## src/rtl/spi_dac_pkg.sv

```systemverilog
// spi_dac_pkg: shared state encoding and frame constants for the SPI DAC transmitter
package spi_dac_pkg;
    typedef enum logic [2:0] {IDLE, SHIFT, HOLD, LATCH, DONE} state_t;
    localparam int FRAME_W = 16;
    localparam logic [3:0] CFG_DEFAULT = 4'b0111;
endpackage

```

## src/rtl/spi_dac_sclk_gen.sv

```systemverilog
// spi_dac_sclk_gen: half-period tick generator, one tick every CLK_DIV enabled cycles
module spi_dac_sclk_gen #(
    parameter int CLK_DIV = 4
) (
    input  logic clk,
    input  logic reset_n,
    input  logic i_en,
    input  logic i_clr,
    output logic o_tick
);
    localparam int CW = $clog2(CLK_DIV + 1);
    localparam logic [CW-1:0] LAST = CW'(CLK_DIV - 1);
    logic [CW-1:0] r_cnt;
    assign o_tick = i_en && (r_cnt == LAST);
    // count enabled cycles, restarting on every tick so each state starts a fresh half-period
    always_ff @(posedge clk or negedge reset_n)
        if (!reset_n) r_cnt <= '0;
        else if (i_clr || !i_en || o_tick) r_cnt <= '0;
        else r_cnt <= r_cnt + 1'b1;
endmodule

```

## src/rtl/spi_dac_tx.sv

```systemverilog
// spi_dac_tx: streams a PIO word to an MCP4921-style SPI DAC (mode 0) and pulses LDAC
module spi_dac_tx
    import spi_dac_pkg::*;
#(
    parameter int         CLK_DIV   = 4,
    parameter int         DATA_W    = 12,
    parameter logic [3:0] CFG_BITS  = CFG_DEFAULT,
    parameter bit         AUTO_TRIG = 1'b1
) (
    input  logic              clk,
    input  logic              reset_n,
    input  logic [DATA_W-1:0] data_in,
    input  logic              start,
    output logic              busy,
    output logic              done,
    output logic              sclk,
    output logic              mosi,
    output logic              cs_n,
    output logic              ldac_n
);
    localparam int FW = DATA_W + 4;
    state_t            r_state, w_next;
    logic [FW-1:0]     r_shreg;
    logic [DATA_W-1:0] r_last;
    logic [4:0]        r_bit;
    logic              w_tick, w_trig, w_fall;
    logic [FW-1:0]     w_frame;
    assign w_frame = {CFG_BITS, data_in};
    assign w_trig  = (r_state == IDLE) && (start || (AUTO_TRIG && (data_in != r_last)));
    assign w_fall  = (r_state == SHIFT) && w_tick && sclk;
    spi_dac_sclk_gen #(.CLK_DIV(CLK_DIV)) u_gen (
        .clk    (clk),
        .reset_n(reset_n),
        .i_en   (r_state inside {SHIFT, HOLD, LATCH}),
        .i_clr  (w_trig),
        .o_tick (w_tick)
    );
    // state register
    always_ff @(posedge clk or negedge reset_n)
        if (!reset_n) r_state <= IDLE;
        else r_state <= w_next;
    // next-state: each timed phase advances on a half-period tick, SHIFT after the 16th fall
    always_comb begin
        w_next = r_state;
        case (r_state)
            IDLE:    w_next = w_trig ? SHIFT : IDLE;
            SHIFT:   w_next = (w_fall && r_bit == 5'(FW - 1)) ? HOLD : SHIFT;
            HOLD:    w_next = w_tick ? LATCH : HOLD;
            LATCH:   w_next = w_tick ? DONE : LATCH;
            default: w_next = IDLE;
        endcase
    end
    // pins are registered from the next state so they line up with the state they describe
    always_ff @(posedge clk or negedge reset_n)
        if (!reset_n) begin
            cs_n   <= 1'b1;
            ldac_n <= 1'b1;
            busy   <= 1'b0;
            done   <= 1'b0;
            sclk   <= 1'b0;
        end else begin
            cs_n   <= !(w_next inside {SHIFT, HOLD});
            ldac_n <= w_next != LATCH;
            busy   <= w_next inside {SHIFT, HOLD, LATCH};
            done   <= w_next == DONE;
            sclk   <= (w_next == SHIFT) && (r_state == SHIFT) && (sclk ^ w_tick);
        end
    // capture the word on trigger and advance mosi only on sclk falling edges
    always_ff @(posedge clk or negedge reset_n)
        if (!reset_n) begin
            r_shreg <= '0;
            r_last  <= '0;
            r_bit   <= '0;
            mosi    <= 1'b0;
        end else if (w_trig) begin
            r_shreg <= w_frame;
            r_last  <= data_in;
            r_bit   <= '0;
            mosi    <= w_frame[FW-1];
        end else if (w_fall) begin
            r_shreg <= r_shreg << 1;
            r_bit   <= r_bit + 5'd1;
            mosi    <= r_shreg[FW-2];
        end
endmodule
```

## config.mk

```make
export PLATFORM = sky130hd
export DESIGN_NAME = spi_dac_tx
export DESIGN_NICKNAME = d
export VERILOG_FILES = /design/src/rtl/spi_dac_pkg.sv /design/src/rtl/spi_dac_sclk_gen.sv /design/src/rtl/spi_dac_tx.sv
export SDC_FILE = /design/constraint.sdc
export NUM_CORES = 1
export LEC_CHECK = 0
export ABC_AREA = 1
export CELL_PAD_IN_SITES_DETAIL_PLACEMENT = 0
export CELL_PAD_IN_SITES_GLOBAL_PLACEMENT = 2
export CORE_MARGIN = 3
export CORE_UTILIZATION = 36
export DETAILED_ROUTE_END_ITERATION = 7
export PLACE_DENSITY_LB_ADDON = 0.2
export SLEW_MARGIN = 20
export SYNTH_ARGS = -nofsm -noshare
export SYNTH_HDL_FRONTEND = slang
export SYNTH_SLANG_ARGS = --single-unit
```

## constraint.sdc

```tcl
create_clock -name clk -period 3.7 [get_ports clk]
set_clock_uncertainty 0.15 [all_clocks]
set_input_delay 1.11 -clock clk [delete_from_list [all_inputs] [get_ports clk]]
set_output_delay 1.11 -clock clk [all_outputs]
set_load 0.05 [all_outputs]
```

* Word level (Yosys, flattened, before mapping) *
Cells that the tools add are included.

word-level totals
  input bits = 15
  word-level logic and storage cells = 54
  bits in registers = 44
  output and inout port bits = 6

operators by class
  bitwise gates (word level) = 1
  eq/ne operators = 11
  mux-type cells = 12
  reductions and logical operators = 17
  $add $sub $neg = 2

operators by type and width
  cell                                                  number
  two-way mux 15 bit                                    2
  equality test 3 x 2 -> 1 bit (second input constant)  5
  != test 12 bit                                        1
  one-hot mux 3 bit (4 select lines)                    1
  two-way mux 5 bit                                     2
  logical AND 1 bit                                     7
  equality test 3 x 1 -> 1 bit (second input constant)  2
  two-way mux 3 bit                                     2
  nonzero test 3 bit                                    2
  adder 5 x 1 -> 5 bit (second input constant)          1
  equality test 5 x 4 -> 1 bit (second input constant)  1
  two-way mux 1 bit                                     4
  nonzero test 2 bit                                    2
  adder 3 x 1 -> 3 bit (second input constant)          1
  equality test 3 bit (second input constant)           1
  logical NOT 3 bit                                     1
  logical OR 1 bit                                      3
  != test 3 x 2 -> 1 bit (second input constant)        1
  logical NOT 1 bit                                     2
  two-way mux 2 bit                                     1
  bitwise XOR 1 bit                                     1

* Depth between registers and ports, before layout *
  depth after elaboration = 11
  depth in mapped cells = 11
  depth with buffers taken out = 10

* Cells and area by module *
Synthesis repeated with hierarchy kept, for this count alone.

second synthesis, totals
  cell total of the unflattened synthesis = 265
  area, all modules = 2162.1 µm²

by module, submodules not included
  module            area an instance (µm²)  times used  cells each  seq. area each (µm²)
  spi_dac_tx        2018.2                  1           250         1028.5
  spi_dac_sclk_gen  143.9                   1           15          75.1

* Worst setup path after synthesis *
OpenSTA, ideal clock, no wires.

  kind = input to register
  start point = input port data_in[9]
  end point = register r_last[11]
  stages = 10
  arrival = 1.871 ns
  setup time = 0.126 ns
  buffers on the path = 1
  slack = 1.553 ns
  data required time = 3.424 ns
  cells stage by stage = inv_1 > nand2_1 > nand2_1 > nor2_1 > nand2_1 > nor2_1 > nand2_1 > nand2_4 > buf_4 > o21ai_0

between the ends
  cells in the longest elaborated chain, start to end = 3

RTL lines
  item                  line              text
  start, declared       spi_dac_tx.sv:12  input logic [DATA_W-1:0] data_in,
  != test 12 bit        spi_dac_tx.sv:29  assign w_trig = (r_state == IDLE) && (start || (AUTO_TRIG && (data_in != r_last)));
  logical OR 1 bit      spi_dac_tx.sv:29
  logical AND 1 bit     spi_dac_tx.sv:29
  end signal, assigned  spi_dac_tx.sv:77  r_last <= data_in;
  end, declared         spi_dac_tx.sv:24  logic [DATA_W-1:0] r_last;

No other way between the ends.
A chain may end at the register's enable or synchronous reset.

* Worst setup path after layout *
  start point = register ldac_n
  end point = output port ldac_n

RTL lines
  item                    line              text
  start, declared         spi_dac_tx.sv:19  output logic ldac_n
  start signal, assigned  spi_dac_tx.sv:57  ldac_n <= 1'b1;
  start signal, assigned  spi_dac_tx.sv:63  ldac_n <= w_next != LATCH;

No word-level cell between the ends.

==> metrics.txt <==
RSZ-0062 raised after global routing=no; number of placed instances, taps included=354; cell area after technology mapping=2160 sq um; Detailed Routing Iterations Pass 1=4; static power due to leakage=1.19 nW; xor/xnor cell area share of the yosys netlist=0.0122; predominant post-synthesis flop cell=sky130_fd_sc_hd__dfrtp_1; adder-cell share of the synthesized area=0.0232; post-synthesis sequential area ratio=0.512; first-pass GRT wire length=7550 um; IR Drop Worst-Case VDD=0.200 mV; number of distinct library cells after synthesis=24; fraction of final layout cells sized beyond drive strength 1=0.0759; multiplexer share of the synthesized area=0; cell types with the largest area share after synthesis=sky130_fd_sc_hd__dfrtp_1 49%, sky130_fd_sc_hd__nand2_1 15%, sky130_fd_sc_hd__o21ai_0 7.2%; number of synthesized flops with an enable pin=0; maximum number of pins on one net before global-route repair=54; hold violation total from the final report=0; ports placed on the boundary=21; final critical-path required period=roughly 2.9 ns; source-to-sink clock delay at the later pin of the worst-skew pair=0.30 ns; clock slew at reported path FFs=0.09 ns; area added between synthesis and finish=15.8%; via total after detailed routing=1607; Hold WS=about 0.29 ns; layout net count=308; Cell Count, Final, Fillers Out=362; power density normalized to cell area=370 nW/um^2; post-detailed-placement half-perimeter wirelength=2780 um; register-to-register setup slack=1.51 ns; number of antenna violations at the first check in global routing=0; syn_area_per_cell=8.01 sq um; Yosys warning total=0; highest net fanout along the worst path=1; Worst Setup Path Type=reg2out; Max stage delay cell, worst path=sky130_fd_sc_hd__clkdlybuf4s50_1; run status=completed; flip-flop and latch count after synthesis=44; number of instances in the synthesized netlist=about 270; drt initial violations=97; maxcap violations=0; top-area cell type share of the netlist area=0.488; initial standard-cell utilization of the core=0.382; core area=approximately 5600 sq um; DIE WIDTH=83.4 um; clk sinks=44; cell with the most instances after synthesis=sky130_fd_sc_hd__nand2_1; logic depth of the worst register-to-register path=9; Clock Root Buffer=sky130_fd_sc_hd__clkbuf_8; total of endpoints with negative setup slack in the final report=0; launch instance of the worst register-to-register path=u_gen.r_cnt[0]$_DFF_PN0_; total wire length=between 4000 and 5000 um; number of clock buffers inserted by TritonCTS=5; port bufs=20; remaining global-route overflow=0; final-layout setup total negative slack=0 ns; number of buffers added to fix hold violations after cts=0; cell class contributing the biggest share of worst-path delay=buffers and inverters; routed wire length per instance=11.4 um; worst-case hold path end point=u_gen.r_cnt[0]$_DFF_PN0_; die area=around 7000 sq um; worst slew slack as a fraction of its limit=0.621; post_cts resized=0; CP endpoint kind=output pin; ANT cells=0; cell taking the most area after synthesis=sky130_fd_sc_hd__dfrtp_1; Critical Path Source Type=flop; worst min-delay path category=reg2reg; required time of the critical path=roughly 2.4 ns; net count after synthesis=288; proportion of register bits with asynchronous set or reset after synthesis=1.00; Cell Rows=27; total global routing track utilization=0.136; die outline height=83.4 um; post-route DRC violation count=0; Max Clock Freq=0.347 GHz; weighted congestion reported at the end of routability-driven placement=0.699; number of setup buffers added after CTS=0; ranking of synthesized cells by instance count=89 x sky130_fd_sc_hd__nand2_1, 42 x sky130_fd_sc_hd__dfrtp_1, 36 x sky130_fd_sc_hd__inv_1; Layout Utilization=0.442; final worst path period share=0.779; buffer depth of the longest clock path=2; cells along the critical path=clkdlybuf4s50_1; largest stage delay on the critical path=roughly 0.8 ns; main combinational cell family by area after synthesis=simple AND/OR/NAND/NOR gates; per-cell via count in the routed design=between 4 and 5; number of H-tree branching levels=2; compound-gate portion of the synthesized area=0.106; synthesized-area fraction occupied by and/or/nand/nor cells=0.240; startpoint of the tightest hold check path=u_gen.r_cnt[0]$_DFF_PN0_; number of global-route vias before repair=1570; actual slew at the worst max-slew pin=0.569 ns; number of buffers and inverters on the critical path=1; data arrival time of the critical path=around 1.6 ns; Max Transition Viols Final=0; CTS tree=done; Reg2Reg Capture Point=r_shreg[6]$_DFFE_PN0P_; FILL cells=572; cell depth of the worst hold path=1; remaining antenna violation count after routing=0
[flip-flops by register name (all words and copies together), names as in the netlist]
name         cells
busy             1
cs_n             1
done             1
ldac_n           1
mosi             1
r_bit            5
r_last          12
r_shreg         15
r_state          3
sclk             1
u_gen.r_cnt      3
[placed cells by master (no fill, tap or decap), drive strengths merged]
cell type | netlist | routed
bufinv | 0 | 1
o211ai | 1 | 1
nor2 | 22 | 22
clkdlybuf4s50 | 0 | 19
nand3 | 6 | 6
a21boi | 1 | 1
nand4 | 3 | 3
xnor2 | 3 | 3
nand2 | 90 | 90
dfstp | 2 | 2
dfrtp | 42 | 42
nor3 | 4 | 4
a21oi | 6 | 6
or2 | 1 | 1
inv | 40 | 40
o21ai | 36 | 36
ha | 4 | 4
buf | 8 | 2
clkbuf | 0 | 7
[stage by stage]
| stage | total power [mW] | setup WS, ns | instance area, sq um |
|---|---|---|---|
| 3_5_place_dp | 0.532 | 0.527 | 2370 |
| 4_1_cts | 0.941 | 0.798 | 2500 |
| 3_3_place_gp | 0.533 | 0.572 | 2370 |
| 6_report | 0.924 | 0.819 | 2500 |
| 2_1_floorplan | 0.502 | 1.55 | 2160 |
| 5_1_grt | 0.971 | 0.622 | 2500 |
[cells by family (layout without fill, tap and decap cells)]
family,count (synthesis),in the layout
DFF,44,44
adders and majority gates,4,4
AOI/OAI and AO/OA,44,44
buffers and inverters,48,69
xor gates and xnor gates,3,3
and+or+nand+nor,126,126
[metal layers]
metal / GRT usage / vias up / share of wire / wire, um
li1: - / 867 / - / -
met1: 0.200 / 700 / 0.53 / 2190
met2: 0.195 / 33 / 0.41 / 1700
met3: 0.0298 / 7 / 0.042 / 174
met4: 0.0490 / 0 / 0.016 / 67
met5: 0 / - / 0 / 0
[layout make-up]
type / instances / area (sq um) / area share
Clock buffer: 7 / 96.3 / 0.0386
Clock inverter: 1 / 30.0 / 0.0120
Inverter: 40 / 150 / 0.0602
Multi-Input combinational cell: 177 / 823 / 0.330
Sequential cell: 44 / 1100 / 0.442
Tap cell: 72 / 90.1 / 0.0361
Timing Repair Buffer: 21 / 203 / 0.0812
[report_power, final]
group / switching (mW) / internal, mW / total (mW)
logic: 0.0228 / 0.0180 / 0.0407
clock network: 0.164 / 0.238 / 0.402
registers: 0 / 0.480 / 0.480
total: 0.187 / 0.737 / 0.924
[worst max path at each step]
| stage | startpoint | to | slack, ns | cells past startpoint |
|---|---|---|---|---|
| 4_1_cts | ldac_n$_DFF_PN1_ | ldac_n | 0.80 | 1 |
| 3_3_place_gp | data_in[11] | r_shreg[1]$_DFFE_PN0P_ | 0.57 | 11 |
| 6_report | ldac_n$_DFF_PN1_ | ldac_n | 0.82 | 1 |
| 2_1_floorplan | data_in[9] | r_last[11]$_DFFE_PN0N_ | 1.55 | 10 |
| 3_5_place_dp | data_in[11] | busy$_DFF_PN0_ | 0.53 | 10 |
| 5_1_grt | data_in[7] | cs_n$_DFF_PN1_ | 0.62 | 11 |
No activity file was read; power rests on OpenSTA's default activity.
==> variant 1: new RTL, config.mk and constraints unchanged <==
Make the reset (`reset_n`) synchronous in 4 clocked blocks.
--- a/src/rtl/spi_dac_sclk_gen.sv
+++ b/src/rtl/spi_dac_sclk_gen.sv
@@ -13,7 +13,7 @@
     logic [CW-1:0] r_cnt;
     assign o_tick = i_en && (r_cnt == LAST);
     // count enabled cycles, restarting on every tick so each state starts a fresh half-period
-    always_ff @(posedge clk or negedge reset_n)
+    always_ff @(posedge clk)
         if (!reset_n) r_cnt <= '0;
         else if (i_clr || !i_en || o_tick) r_cnt <= '0;
         else r_cnt <= r_cnt + 1'b1;
--- a/src/rtl/spi_dac_tx.sv
+++ b/src/rtl/spi_dac_tx.sv
@@ -36,7 +36,7 @@
         .o_tick (w_tick)
     );
     // state register
-    always_ff @(posedge clk or negedge reset_n)
+    always_ff @(posedge clk)
         if (!reset_n) r_state <= IDLE;
         else r_state <= w_next;
     // next-state: each timed phase advances on a half-period tick, SHIFT after the 16th fall
@@ -51,7 +51,7 @@
         endcase
     end
     // pins are registered from the next state so they line up with the state they describe
-    always_ff @(posedge clk or negedge reset_n)
+    always_ff @(posedge clk)
         if (!reset_n) begin
             cs_n   <= 1'b1;
             ldac_n <= 1'b1;
@@ -66,7 +66,7 @@
             sclk   <= (w_next == SHIFT) && (r_state == SHIFT) && (sclk ^ w_tick);
         end
     // capture the word on trigger and advance mosi only on sclk falling edges
-    always_ff @(posedge clk or negedge reset_n)
+    always_ff @(posedge clk)
         if (!reset_n) begin
             r_shreg <= '0;
             r_last  <= '0;
Formal check against the unedited RTL: differs if reset_n is asserted again (counterexample within 4 cycles, from zero or initial values and one cycle with reset_n low); with reset_n held inactive, the same outputs for 10 cycles.
==> variant 1 against the unedited design <==
Die area grew 4.8%. Sequential share of layout area shrank 9.5 points. First-iteration DRC count shrank 24%. Largest cell class is now multi-input combinational cells. Sequential cell count is the same. Synthesized area grew 5.2%. Wire length grew 8.4%. Register-to-register slack lost 0.16 ns. Worst setup slack gained 0.064 ns. Design area grew 1.6%.
Power is not compared: it rests on default switching activity, and its combinational part moved more than twofold at a synthesized area within 25%.
==> variant 1: results (changes against the unedited design) <==
[routing]
wl_per_cell_um=11.40  ; -0.18%
dr_wl_met3_um=138  ; -21%
drt_iter0_markers=74  ; -24%
met1_length_mm=2.410  ; +10%
route.met2.wl_mm=1.895  ; +11%
vias_per_cell=4.585  ; +3.3%

[placed_design]
hpwl_mm=3.152  ; +14%
dpl_cell_area_mm2=0.002444  ; +3.1%
dp_slack_ns=0.5973  ; +0.07072 ns
place_congestion=0.7091  ; +1.4%

[layout]
multi_input_gates=192  ; +8.5%
num-fill-cells=669  ; +17%
inverters=48  ; +20%
layout.area.seq_um2=880.8  ; -20%
syn_to_final_growth_pct=11.87
clock_area_share_pct=3.651  ; -1.4 points
nonClockBufferCount=26  ; +24%
n_clock_buffer=6  ; -1

[global_routing]
gr-usage-met3_pct=2.913  ; -0.064 points
grt_first_pass_wirelength_mm=7.734  ; +2.5%
grt_max_degree=37  ; -31%
grt_pass1_vias=1727  ; +10%
gr-usage-all-layers_pct=13.08  ; -0.53 points

[synth]
synth-compound-area-share_pct=6.402  ; -4.2 points
synth.distinct_cells=32  ; +33%
synth_fa_ha_area_share_pct=2.208  ; -0.11 points
ys_seq_area_share_pct=38.85  ; -12 points
synthMuxAreaShare_pct=1.325  ; +1.3 points
synthCells=297  ; +10%
synthesis.nets=316  ; +9.7%
synth-xor-area-share_pct=0.7726  ; -0.45 points
ys_top_cells_by_area=dfxtp_1 (39%), nand2_1 (9.6%), inv_1 (7.5%)
async_reset_ff_share_pct=0  ; -100 points
synth_top_cells_by_count=nand2_1 (58), inv_1 (45), dfxtp_1 (44), nor2_1 (31), nand3_1 (30)

[setup_path]
cpPeakStageDelay_ns=0.84  ; +0.05 ns
critical_path.max_fanout=6  ; +5
arrival_ns=1.56  ; -0.06 ns

[die]
rows=28  ; +3.7%

[sta]
slew-limit-headroom_pct=51.05  ; -11 points

[status]
status=completed

[variant 1: cell count changes in the layout (fill, tap and decap cells not counted), sizes merged, moves of 3 or more]
cell / unedited run / this run
dfxtp: 0 / 44
dfrtp: 42 / 0
nand3: 6 / 42
nand2: 90 / 62
o21ai: 36 / 16
nand3b: 0 / 11
nor2: 22 / 33
inv: 40 / 48
buf: 2 / 6
mux2i: 0 / 3
or2: 1 / 4
[variant 1: path summary, 6_finish.rpt]
check | from | endpoint | slack [ns] | depth (start not counted)
setup / recovery | sclk | sclk | 0.88 | 1
hold / removal | u_gen.r_cnt[0] | u_gen.r_cnt[0] | 0.27 | 1
setup reg to reg | u_gen.r_cnt[0] | busy | 1.35 | 7
hold reg to reg | u_gen.r_cnt[0] | u_gen.r_cnt[0] | 0.27 | 1
[variant 1: power by group]
group | switching [mW] | internal (mW) | total [mW]
sequential | 0.0125 | 0.500 | 0.512
combinational | 0.0757 | 0.0513 | 0.127
clock | 0.164 | 0.149 | 0.314
total | 0.253 | 0.700 | 0.953
==> variant 2: new RTL, same flow settings <==
Without the edit above. `AUTO_TRIG`: 1'b1 -> 1'b0.
--- a/src/rtl/spi_dac_tx.sv
+++ b/src/rtl/spi_dac_tx.sv
@@ -5,7 +5,7 @@
     parameter int         CLK_DIV   = 4,
     parameter int         DATA_W    = 12,
     parameter logic [3:0] CFG_BITS  = CFG_DEFAULT,
-    parameter bit         AUTO_TRIG = 1'b1
+    parameter bit         AUTO_TRIG = 1'b0
 ) (
     input  logic              clk,
     input  logic              reset_n,
Behaviour: not the same (a bounded check fails within 4 cycles, from zero or initial values and one cycle with reset_n low).
==> variant 2 against the unedited design <==
Hold slack gained 0.0024 ns. Cell count shrank 36%. Maximum frequency grew 1.6%. Sequential cell count shrank 12. Critical path depth is the same. Largest cell class unchanged. Synthesized area shrank 30%. First-iteration DRC count shrank 26%. Total power shrank 30%. Wire length shrank 33%. Design area shrank 27%. Global-route usage shrank 0.90 points. Worst setup slack gained 0.045 ns. Largest power group unchanged. Critical path type unchanged.
==> variant 2: results (changes against the unedited design) <==
[sta]
final-max-slew-violation-count=0  ; unchanged
worst_pin_slew_ns=0.5006  ; -0.06834 ns
setup_viol=0  ; unchanged

[setup_path]
crit_path_top_delay_cell=clkdlybuf4s50_1
rr_worst_depth=7  ; -2
rr_startpoint=u_gen.r_cnt[0]
r2r_slack_ns=1.88  ; +0.37 ns
r2r_end=r_shreg[11]
critical_path.max_fanout=1  ; unchanged
arrival_ns=1.58  ; -0.04 ns
crit_end=cs_n
crit_start=cs_n
critical_path.top_delay_family=buffers and inverters
cpPeakStageDelay_ns=0.79  ; about the same

[synth]
synth_top_cells_by_count=nand2_1 (43), dfrtp_1 (30), nand3_1 (21), inv_1 (11), nor2_1 (11)
synthesis.nets=178  ; -38%
synthMuxAreaShare_pct=0  ; unchanged
synth.distinct_cells=30  ; +25%
ys_seq_area_share_pct=53.37  ; +2.2 points
ys.warnings.count=0  ; unchanged
synth-compound-area-share_pct=6.068  ; -4.6 points
ys_top_cells_by_area=dfrtp_1 (50%), nand2_1 (11%), nand3_1 (7.0%)
async_reset_ff_share_pct=100.0  ; unchanged
synth_fa_ha_area_share_pct=3.325  ; +1.0 points
synth-xor-area-share_pct=1.164  ; -0.055 points

[clocking]
cts-root-buf=clkbuf_8
clk_latency_ns=0.28  ; -0.02 ns
clk_pin_slew_ns=0.06  ; -0.03 ns
cts_setup_buffers=0  ; unchanged
htree_levels=2  ; unchanged
clockBufferDepth=2  ; unchanged
cts_resized=0  ; unchanged
cts_buffers=5  ; unchanged

[global_routing]
grt_max_degree=33  ; -39%
grt_pass1_vias=1160  ; -26%
antenna_found_initial=0  ; unchanged
gr-total-overflow=0  ; unchanged
grt_first_pass_wirelength_mm=5.050  ; -33%
gr-usage-all-layers_pct=12.71  ; -0.90 points

[hold_path]
min_path_type=reg2reg

[power_and_ir_drop]
internal-power_mw=0.5116  ; -31%
peakVddDrop_v=0.0001740  ; -13%
p_leak_nw=0.9090  ; -24%

[placed_design]
io_buffers=20  ; unchanged
dpl_cell_area_mm2=0.001727  ; -27%
place_congestion=0.7784  ; +11%
hpwl_mm=1.874  ; -33%

[routing]
drtPass1Iterations=4  ; unchanged
drt_iter0_markers=72  ; -26%
vias=1113  ; -31%
wl_per_cell_um=11.98  ; +4.9%

[layout]
drive_above_1_share_pct=13.11  ; +5.5 points
top_regs=r_shreg x15, r_bit x5
nNetsFinal=201  ; -35%
diodes=0  ; unchanged

[status]
status=completed

==> variant 2: cell count changes in the layout (fill, tap and decap cells not counted), moves of 3 or more <==
cell,change
nand3_1,+15
inv_1,-25
o21ai_0,-29
nand2_1,-46
nor2_1,-9
xnor2_1,-3
dfrtp_1,-12
==> variant 2: kinds of logic (layout without fill, tap and decap cells) <==
family | Yosys count | after routing
flops | 32 | 32
buf+inv | 20 | 44
xor+xnor | 2 | 2
fa+ha+maj | 4 | 4
simple gates | 86 | 86
compound gates | 15 | 15
==> variant 2: worst min-delay path by stage <==
stage	from	end	slack, ns	depth (start not counted)
floorplan	u_gen.r_cnt[0]	u_gen.r_cnt[0]	0.26	1
global placement	u_gen.r_cnt[0]	u_gen.r_cnt[0]	0.27	1
detailed placement	u_gen.r_cnt[0]	u_gen.r_cnt[0]	0.28	1
CTS	u_gen.r_cnt[0]	u_gen.r_cnt[0]	0.29	1
global route	u_gen.r_cnt[0]	u_gen.r_cnt[0]	0.33	1
finish	u_gen.r_cnt[0]	u_gen.r_cnt[0]	0.29	1
==> variant 2: final cells by class <==
type | instances | area (um2)
clock buffers | 6 | 82.58
clock inverters | 2 | 10.01
fillers | 370 | 2034
inverters | 15 | 58.81
multi-input cells | 107 | 596.8
flip-flops and latches | 32 | 803.3
well taps | 48 | 60.06
repair buffers | 21 | 207.7
==> variant 2: metal layers <==
layer / up-vias / part of all wire (%) / global-route usage, %
met5: - / 0 / 0
met4: 0 / 1.1 / 5.637
met3: 4 / 6.0 / 3.835
met2: 27 / 42 / 19.44
met1: 518 / 51 / 16.68
li1: 564 / - / -
==> variant 2: power by group through the flow <==
stage	sequential, mW	combinational (mW)	clock, mW
floorplan	0.356	0.00000727	0
global placement	0.356	0.0231	0
detailed placement	0.356	0.0234	0
CTS	0.350	0.0235	0.281
global route	0.350	0.0253	0.298
finish	0.350	0.0227	0.272
==> variant 2: metrics by stage <==
stage | utilization (%) | hold slack [ns] | std cells | setup WS (ns)
2_1_floorplan | - | 0.2596 | 159 | 1.784
3_3_place_gp | 44.81 | 0.2711 | 223 | 1.021
3_5_place_dp | 44.81 | 0.2757 | 223 | 0.9727
4_1_cts | 47.21 | 0.2891 | 231 | 0.8495
5_1_grt | 47.21 | 0.3300 | 231 | 0.8135
6_report | 47.21 | 0.2877 | 231 | 0.8640
